==> config.mk <==
export PLATFORM = sky130hd
export DESIGN_NAME = uart_link_ctrl
export DESIGN_NICKNAME = d
export VERILOG_FILES = /design/src/rtl/uart_ctrl_pkg.sv /design/src/rtl/uart_sat_counter.sv /design/src/rtl/uart_link_ctrl.sv
export SDC_FILE = /design/constraint.sdc
export NUM_CORES = 1
export LEC_CHECK = 0
export CELL_PAD_IN_SITES_DETAIL_PLACEMENT = 0
export CELL_PAD_IN_SITES_GLOBAL_PLACEMENT = 2
export CORE_UTILIZATION = 34
export DETAILED_ROUTE_END_ITERATION = 7
export PLACE_DENSITY = 0.83
export SLEW_MARGIN = 0
export SYNTH_ARGS = -nofsm -noshare
export SYNTH_HDL_FRONTEND = slang
export SYNTH_HIERARCHICAL = 1
export SYNTH_SLANG_ARGS = --single-unit
==> constraint.sdc <==
create_clock -name clk -period 5.1 [get_ports clk]
set_clock_uncertainty 0.15 [all_clocks]
set_input_delay 0.765 -clock clk [delete_from_list [all_inputs] [get_ports clk]]
set_output_delay 0.765 -clock clk [all_outputs]
set_load 0.005 [all_outputs]
==> src/rtl/uart_ctrl_pkg.sv <==
// uart_ctrl_pkg
//   Shared definitions for the UART link sequencer:
//   - tx_state_t : TX sequencer states (3 bits)
//   - rx_state_t : RX sequencer states (2 bits)
//   - sat_inc()  : saturating increment for counters up to MAX_CNT_WD bits
package uart_ctrl_pkg;

    typedef enum logic [2:0] {
        T_IDLE = 3'd0,
        T_POP  = 3'd1,
        T_LOAD = 3'd2,
        T_WAIT = 3'd3,
        T_GAP  = 3'd4
    } tx_state_t;

    typedef enum logic [1:0] {
        R_IDLE   = 2'd0,
        R_ARMED  = 2'd1,
        R_COMMIT = 2'd2
    } rx_state_t;

    localparam int unsigned MAX_CNT_WD = 32;

    // Returns value+1, holding at the all-ones value of a 'width'-bit counter.
    function automatic logic [MAX_CNT_WD-1:0] sat_inc(
        input logic [MAX_CNT_WD-1:0] value,
        input int unsigned           width
    );
        logic [MAX_CNT_WD-1:0] top;
        top = '1;
        top = top >> (MAX_CNT_WD - width);
        return (value >= top) ? top : value + 1'b1;
    endfunction

endpackage

==> src/rtl/uart_sat_counter.sv <==
// uart_sat_counter
//   Saturating statistics counter with synchronous clear.
//   Ports:
//     clk   : system clock
//     rst   : synchronous active-high reset
//     inc   : increment request (ignored once saturated)
//     clr   : synchronous clear, wins over inc
//     count : current count, CNT_WD bits
module uart_sat_counter
    import uart_ctrl_pkg::*;
#(
    parameter int unsigned CNT_WD = 16
) (
    input  logic              clk,
    input  logic              rst,
    input  logic              inc,
    input  logic              clr,
    output logic [CNT_WD-1:0] count
);

    always_ff @(posedge clk) begin
        if (rst || clr) begin
            count <= '0;
        end else if (inc) begin
            count <= CNT_WD'(sat_inc(MAX_CNT_WD'(count), CNT_WD));
        end
    end

endmodule

==> src/rtl/uart_link_ctrl.sv <==
// uart_link_ctrl
//   Sequencer driving the UART TX and RX datapaths.
//   TX: pops a byte from the TX FIFO, launches the frame one cycle later,
//       waits for tx_done under a watchdog, then holds off TX_GAP cycles.
//   RX: arms the receiver, latches error flags on rx_done and commits the
//       frame to the RX FIFO, or drops it on overrun / error policy.
//   Ports:
//     clk, rst            : clock, synchronous active-high reset
//     tx_en, rx_en        : sequencer enables (levels)
//     drop_err_en         : discard frames with framing/parity error
//     clr_stats           : clear counters and sticky flags
//     tx_empty, tx_busy   : TX FIFO empty, transmitter busy
//     tx_done             : transmitter frame-complete pulse
//     rx_full, rx_done    : RX FIFO full, receiver frame-complete pulse
//     framing_error_flag,
//     parity_error_flag   : receiver error flags, valid with rx_done
//     tx_rd_en, tx_start  : TX FIFO pop, transmitter launch (pulses)
//     rx_start            : receiver arm (level)
//     rx_wr_en            : RX FIFO push (pulse)
//     tx_timeout          : sticky watchdog flag
//     rx_overrun          : sticky frame-lost-on-full flag
//     tx_cnt, rx_cnt,
//     drop_cnt            : saturating statistics counters
module uart_link_ctrl
    import uart_ctrl_pkg::*;
#(
    parameter int unsigned TX_GAP     = 2,
    parameter int unsigned TX_TIMEOUT = 200000,
    parameter int unsigned CNT_WD     = 16
) (
    input  logic              clk,
    input  logic              rst,
    input  logic              tx_en,
    input  logic              rx_en,
    input  logic              drop_err_en,
    input  logic              clr_stats,
    input  logic              tx_empty,
    input  logic              tx_busy,
    input  logic              tx_done,
    input  logic              rx_full,
    input  logic              rx_done,
    input  logic              framing_error_flag,
    input  logic              parity_error_flag,
    output logic              tx_rd_en,
    output logic              tx_start,
    output logic              rx_start,
    output logic              rx_wr_en,
    output logic              tx_timeout,
    output logic              rx_overrun,
    output logic [CNT_WD-1:0] tx_cnt,
    output logic [CNT_WD-1:0] rx_cnt,
    output logic [CNT_WD-1:0] drop_cnt
);

    localparam int unsigned WD_W  = $clog2(TX_TIMEOUT + 1);
    localparam int unsigned GAP_W = (TX_GAP > 1) ? $clog2(TX_GAP) : 1;

    // ---------------- TX sequencer ----------------
    tx_state_t          tx_state, tx_next;
    logic [WD_W-1:0]    wd_cnt;
    logic [GAP_W-1:0]   gap_cnt;
    logic               wd_last;
    logic               gap_last;
    logic               wd_fire;
    logic               tx_inc;

    assign wd_last  = (wd_cnt == WD_W'(TX_TIMEOUT - 1));
    // TX_GAP of 0 or 1 both leave T_GAP after a single cycle.
    assign gap_last = (TX_GAP <= 1) || (gap_cnt == GAP_W'(TX_GAP - 1));

    always_comb begin
        tx_next  = tx_state;
        tx_rd_en = 1'b0;
        tx_start = 1'b0;
        tx_inc   = 1'b0;
        wd_fire  = 1'b0;
        case (tx_state)
            T_IDLE: begin
                if (tx_en && !tx_empty && !tx_busy) tx_next = T_POP;
            end
            T_POP: begin
                // Guard so a pop can never be issued against an empty FIFO.
                if (tx_empty) begin
                    tx_next = T_IDLE;
                end else begin
                    tx_rd_en = 1'b1;
                    tx_next  = T_LOAD;
                end
            end
            T_LOAD: begin
                tx_start = 1'b1;
                tx_next  = T_WAIT;
            end
            T_WAIT: begin
                // Completion wins over a watchdog expiring in the same cycle.
                if (tx_done) begin
                    tx_inc  = 1'b1;
                    tx_next = T_GAP;
                end else if (wd_last) begin
                    wd_fire = 1'b1;
                    tx_next = T_IDLE;
                end
            end
            T_GAP: begin
                if (gap_last) tx_next = T_IDLE;
            end
            default: tx_next = T_IDLE;
        endcase
    end

    always_ff @(posedge clk) begin
        if (rst) begin
            tx_state <= T_IDLE;
            wd_cnt   <= '0;
            gap_cnt  <= '0;
        end else begin
            tx_state <= tx_next;
            // Both counters run only inside their state and are zero on entry.
            wd_cnt   <= (tx_state == T_WAIT) ? wd_cnt + WD_W'(1) : '0;
            gap_cnt  <= (tx_state == T_GAP) ? gap_cnt + GAP_W'(1) : '0;
        end
    end

    always_ff @(posedge clk) begin
        if (rst || clr_stats) begin
            tx_timeout <= 1'b0;
        end else if (wd_fire) begin
            tx_timeout <= 1'b1;
        end
    end

    // ---------------- RX sequencer ----------------
    rx_state_t rx_state, rx_next;
    logic      err_q;
    logic      rx_inc;
    logic      drop_inc;
    logic      ovr_set;

    always_comb begin
        rx_next  = rx_state;
        rx_start = 1'b0;
        rx_wr_en = 1'b0;
        rx_inc   = 1'b0;
        drop_inc = 1'b0;
        ovr_set  = 1'b0;
        case (rx_state)
            R_IDLE: begin
                if (rx_en) rx_next = R_ARMED;
            end
            R_ARMED: begin
                rx_start = 1'b1;
                // No receiver-busy input exists; a pending rx_done is always
                // taken before honouring a dropped rx_en.
                if (rx_done) begin
                    rx_next = R_COMMIT;
                end else if (!rx_en) begin
                    rx_next = R_IDLE;
                end
            end
            R_COMMIT: begin
                if (rx_full) begin
                    ovr_set  = 1'b1;
                    drop_inc = 1'b1;
                end else if (err_q && drop_err_en) begin
                    drop_inc = 1'b1;
                end else begin
                    rx_wr_en = 1'b1;
                    rx_inc   = 1'b1;
                end
                rx_next = rx_en ? R_ARMED : R_IDLE;
            end
            default: rx_next = R_IDLE;
        endcase
    end

    always_ff @(posedge clk) begin
        if (rst) begin
            rx_state <= R_IDLE;
            err_q    <= 1'b0;
        end else begin
            rx_state <= rx_next;
            if (rx_state == R_ARMED && rx_done) begin
                err_q <= framing_error_flag | parity_error_flag;
            end
        end
    end

    always_ff @(posedge clk) begin
        if (rst || clr_stats) begin
            rx_overrun <= 1'b0;
        end else if (ovr_set) begin
            rx_overrun <= 1'b1;
        end
    end

    // ---------------- Statistics ----------------
    uart_sat_counter #(.CNT_WD(CNT_WD)) u_tx_cnt (
        .clk   (clk),
        .rst   (rst),
        .inc   (tx_inc),
        .clr   (clr_stats),
        .count (tx_cnt)
    );

    uart_sat_counter #(.CNT_WD(CNT_WD)) u_rx_cnt (
        .clk   (clk),
        .rst   (rst),
        .inc   (rx_inc),
        .clr   (clr_stats),
        .count (rx_cnt)
    );

    uart_sat_counter #(.CNT_WD(CNT_WD)) u_drop_cnt (
        .clk   (clk),
        .rst   (rst),
        .inc   (drop_inc),
        .clr   (clr_stats),
        .count (drop_cnt)
    );

endmodule

==> report_table.html <==
<table>
<tr><th>Metric</th><th>Value</th></tr>
<tr><th colspan="2">Run status</th></tr>
<tr><td>Result of the run</td><td>finished clean</td></tr>
<tr><th colspan="2">Worst setup path</th></tr>
<tr><td>Arrival time of the worst setup path</td><td>2440 ps</td></tr>
<tr><td>Levels on crit path</td><td>4</td></tr>
<tr><td>Required time at the worst-slack endpoint</td><td>4180 ps</td></tr>
<tr><td>Cell repeated most along the worst path</td><td>clkdlybuf4s50_1</td></tr>
<tr><td>Top Family by Delay on Critical Path</td><td>buffers and inverters</td></tr>
<tr><td>Worst Setup Path Type</td><td>in -&gt; out</td></tr>
<tr><td>Worst Path Buf+Inv</td><td>2</td></tr>
<tr><td>Stage delay of the slowest cell on the critical path</td><td>580 ps</td></tr>
<tr><td>Slowest cell on crit path</td><td>clkdlybuf4s50_1</td></tr>
<tr><td>Critical path, cell by cell</td><td>clkdlybuf4s50_1, a21oi_1, and3_1, clkdlybuf4s50_1</td></tr>
<tr><td>Critical path fanouts, max</td><td>7</td></tr>
<tr><td>Endpoint class of the critical path</td><td>output pin</td></tr>
<tr><td>Critical path startpoint category</td><td>primary input</td></tr>
<tr><td>Worst R2R Path Depth</td><td>6</td></tr>
<tr><th colspan="2">Clocking</th></tr>
<tr><td>Clock slew at reported path FFs</td><td>70 ps</td></tr>
<tr><td>Hold Buf Count CTS</td><td>0</td></tr>
<tr><td>TritonCTS clock tree</td><td>done</td></tr>
<tr><td>Cell chosen for the clock root</td><td>clkbuf_8</td></tr>
<tr><td># Post-CTS Setup Buffers</td><td>0</td></tr>
<tr><td>Post-CTS sizing</td><td>0</td></tr>
<tr><td>Clock latency on the worst-skew pair</td><td>340 ps</td></tr>
<tr><td>H-tree levels</td><td>3</td></tr>
<tr><td>CTS Buf Count</td><td>9</td></tr>
<tr><td>Deepest clock path buffer count</td><td>2</td></tr>
<tr><td>Clock sinks</td><td>75</td></tr>
<tr><th colspan="2">Placement</th></tr>
<tr><td>Dpl hpwl</td><td>5.77 mm</td></tr>
<tr><td>Area of placed instances</td><td>4330 um^2</td></tr>
<tr><td>Count of input and output buffers</td><td>66</td></tr>
<tr><td>Placer's final routability congestion estimate</td><td>0.731</td></tr>
<tr><th colspan="2">Route</th></tr>
<tr><td>Final ANT Viol Nets</td><td>0</td></tr>
<tr><td>DR iter-0 viols</td><td>82</td></tr>
<tr><td>WL final</td><td>8.32 mm</td></tr>
<tr><td>First-pass detailed-route iteration total</td><td>4</td></tr>
<tr><td>Total vias in the final route</td><td>2,987</td></tr>
<tr><td>Post-detailed-route DRC marker count</td><td>0</td></tr>
<tr><td>Wire per inst</td><td>14.3 um</td></tr>
<tr><td>Vias/cell</td><td>5.12</td></tr>
<tr><th colspan="2">Final layout</th></tr>
<tr><td>Number of nets in the layout</td><td>464</td></tr>
<tr><td>Filler cell count in the final layout</td><td>984</td></tr>
<tr><td>Final core utilization</td><td>45.5%</td></tr>
<tr><td>Layout cells sized above 1</td><td>10.2%</td></tr>
<tr><td>Diodes inserted</td><td>0</td></tr>
<tr><td>Area growth from synthesis to final layout</td><td>27.0%</td></tr>
<tr><td>Final design instance area without fill</td><td>4530 um^2</td></tr>
<tr><th colspan="2">Global route</th></tr>
<tr><td>First-pass GRT wire length</td><td>14.3 mm</td></tr>
<tr><td>GRT Overall Usage</td><td>16.0%</td></tr>
<tr><td>Vias in the first global route</td><td>2,843</td></tr>
<tr><td>Number of antenna violations at the first check in global routing</td><td>0</td></tr>
<tr><td>GRT Residual Overflow</td><td>0</td></tr>
<tr><td>Maximum number of pins on one net before global-route repair</td><td>18</td></tr>
<tr><th colspan="2">Pwr</th></tr>
<tr><td>Power density normalized to cell area</td><td>243 nW/um^2</td></tr>
<tr><td>VDD IR max</td><td>130 uV</td></tr>
<tr><td>Leakage</td><td>0.00153 uW</td></tr>
<tr><th colspan="2">Job</th></tr>
<tr><td>Max Cap Viol</td><td>0</td></tr>
<tr><th colspan="2">Timing</th></tr>
<tr><td>Share of the clock period used by the worst path after layout</td><td>65.7%</td></tr>
<tr><td>Actual slew at the worst max-slew pin</td><td>1040 ps</td></tr>
<tr><td>Unrepaired setup endpoints after global routing</td><td>false</td></tr>
<tr><td>Tightest slew margin relative to the limit</td><td>30.3%</td></tr>
<tr><td>Summed negative setup slack over all endpoints</td><td>0 ps</td></tr>
<tr><td>Timing-limited maximum frequency</td><td>298 MHz</td></tr>
<tr><td>Worst hold-check slack</td><td>339 ps</td></tr>
<tr><td>Slew Viols, Final</td><td>0</td></tr>
<tr><td>Number of endpoints with negative hold slack in the final report</td><td>0</td></tr>
<tr><td>Period minus WS final</td><td>3350 ps</td></tr>
<tr><td>Final setup violation count</td><td>0</td></tr>
<tr><th colspan="2">Synth</th></tr>
<tr><td>Most frequently used cell type in the post-synthesis netlist</td><td>dfxtp_1</td></tr>
<tr><td>Synthesized instance count</td><td>383</td></tr>
<tr><td>Yosys warning count</td><td>6</td></tr>
<tr><td>Area contributors post-synth</td><td>dfxtp_1, xnor2_1, a21oi_1, nor2_1, xor2_1</td></tr>
<tr><td>Portion of synthesized cell area occupied by the leading cell type</td><td>42.1%</td></tr>
<tr><td>Cell area after synthesis</td><td>3560 um^2</td></tr>
<tr><td>Number of unique standard cell types used by synthesis</td><td>51</td></tr>
<tr><td>Syn avg cell area</td><td>9.30 um^2</td></tr>
<tr><td>Most common library cells after synthesis</td><td>dfxtp_1, a21oi_1, xnor2_1</td></tr>
<tr><td>Top flip-flop cell by instance count after synthesis</td><td>dfxtp_1</td></tr>
<tr><td>Dominant cell type by area after synthesis</td><td>dfxtp_1</td></tr>
<tr><td>Net count after synthesis</td><td>400</td></tr>
<tr><td>Sequential fraction of the synthesis area</td><td>42.1%</td></tr>
<tr><td>Async set or reset register ratio after synthesis</td><td>0%</td></tr>
<tr><td>Number of enable flip-flop cells after synthesis</td><td>0</td></tr>
<tr><td>Flip-flop and latch count after synthesis</td><td>75</td></tr>
<tr><th colspan="2">Floorplanning</th></tr>
<tr><td>Die outline height</td><td>104 um</td></tr>
<tr><td>Core Rows</td><td>36</td></tr>
<tr><td>CORE AREA</td><td>9950 um^2</td></tr>
<tr><td>Starting density of the core</td><td>35.8%</td></tr>
<tr><td>Floorplan die width</td><td>104 um</td></tr>
<tr><td>Total die area</td><td>10,900 um^2</td></tr>
<tr><td>Top-level port count</td><td>67</td></tr>
<tr><th colspan="2">Worst hold path</th></tr>
<tr><td>Path type of the worst min-delay path</td><td>reg -&gt; reg</td></tr>
<tr><td>Worst hold path stage count</td><td>1</td></tr>
</table>
==> final cells by class <==
type                    instances  area, um^2  area share [%]
inverters                      15        56.3            1.24
well taps                     133         166            3.68
repair buffers                 66         661            14.6
multi-input cells             280        1940            43.0
clock buffers                  11         131            2.90
flip-flops and latches         75        1500            33.2
clock inverters                 3        65.1            1.44
==> logic make-up (layout without fill, tap and decap cells) <==
group,Yosys count,after routing,share of synthesized area (%)
compound gates,77,77,13.3
xor+xnor,41,41,10.1
fa+ha+maj,4,4,1.41
buf+inv,28,95,3.27
flops,75,75,42.1
mux,3,3,0.843
simple gates,155,155,28.9
==> path summary, 6_finish.rpt <==
path	startpoint	endpoint	slack, ps
min reg2reg	wd_cnt[0]	wd_cnt[0]	340
min	wd_cnt[0]	wd_cnt[0]	340
max	drop_err_en	rx_wr_en	1750
max reg2reg	err_q	u_drop_cnt/count[15]	2520
==> sequential cells by signal, indices dropped and copies added (netlist names) <==
signal            count
wd_cnt               18
u_drop_cnt/count     16
u_rx_cnt/count       16
u_tx_cnt/count       16
tx_state              3
rx_state              2
err_q                 1
gap_cnt               1
rx_overrun            1
tx_timeout            1
==> report_power, final <==
| group | internal (uW) | switching, uW |
|---|---|---|
| registers | 587 | 2.31 |
| clock network | 270 | 211 |
| logic | 14.9 | 15.1 |
| total | 872 | 228 |
==> layout by cell type, fill, tap and decap left out, drive strengths merged, types with 5 or more instances in the layout <==
cell type / count
xnor2: 29
xor2: 12
dfxtp: 75
a31oi: 15
or2: 5
and3: 9
inv: 15
nor3: 18
a311oi: 6
nor2: 28
nand4: 11
clkbuf: 11
clkdlybuf4s50: 66
a21oi: 41
nand3: 19
nor4: 13
nand2: 26
==> metrics by stage <==
step           cells  power, uW  worst slack, ps
4_1_cts          583       1130             1740
3_5_place_dp     569        633             1680
6_report         583       1100             1750
3_3_place_gp     569        633             1750
5_1_grt          583       1150             1670
2_1_floorplan    383        616             2480
==> metal layers <==
metal	vias up	routed length [um]	global-route usage (%)
li1	1521	-	-
met1	1398	4320	22.1
met2	61	3580	24.1
met3	7	339	4.01
met4	0	83	5.51
met5	-	0	0
No activity file was read; power rests on OpenSTA's default activity.
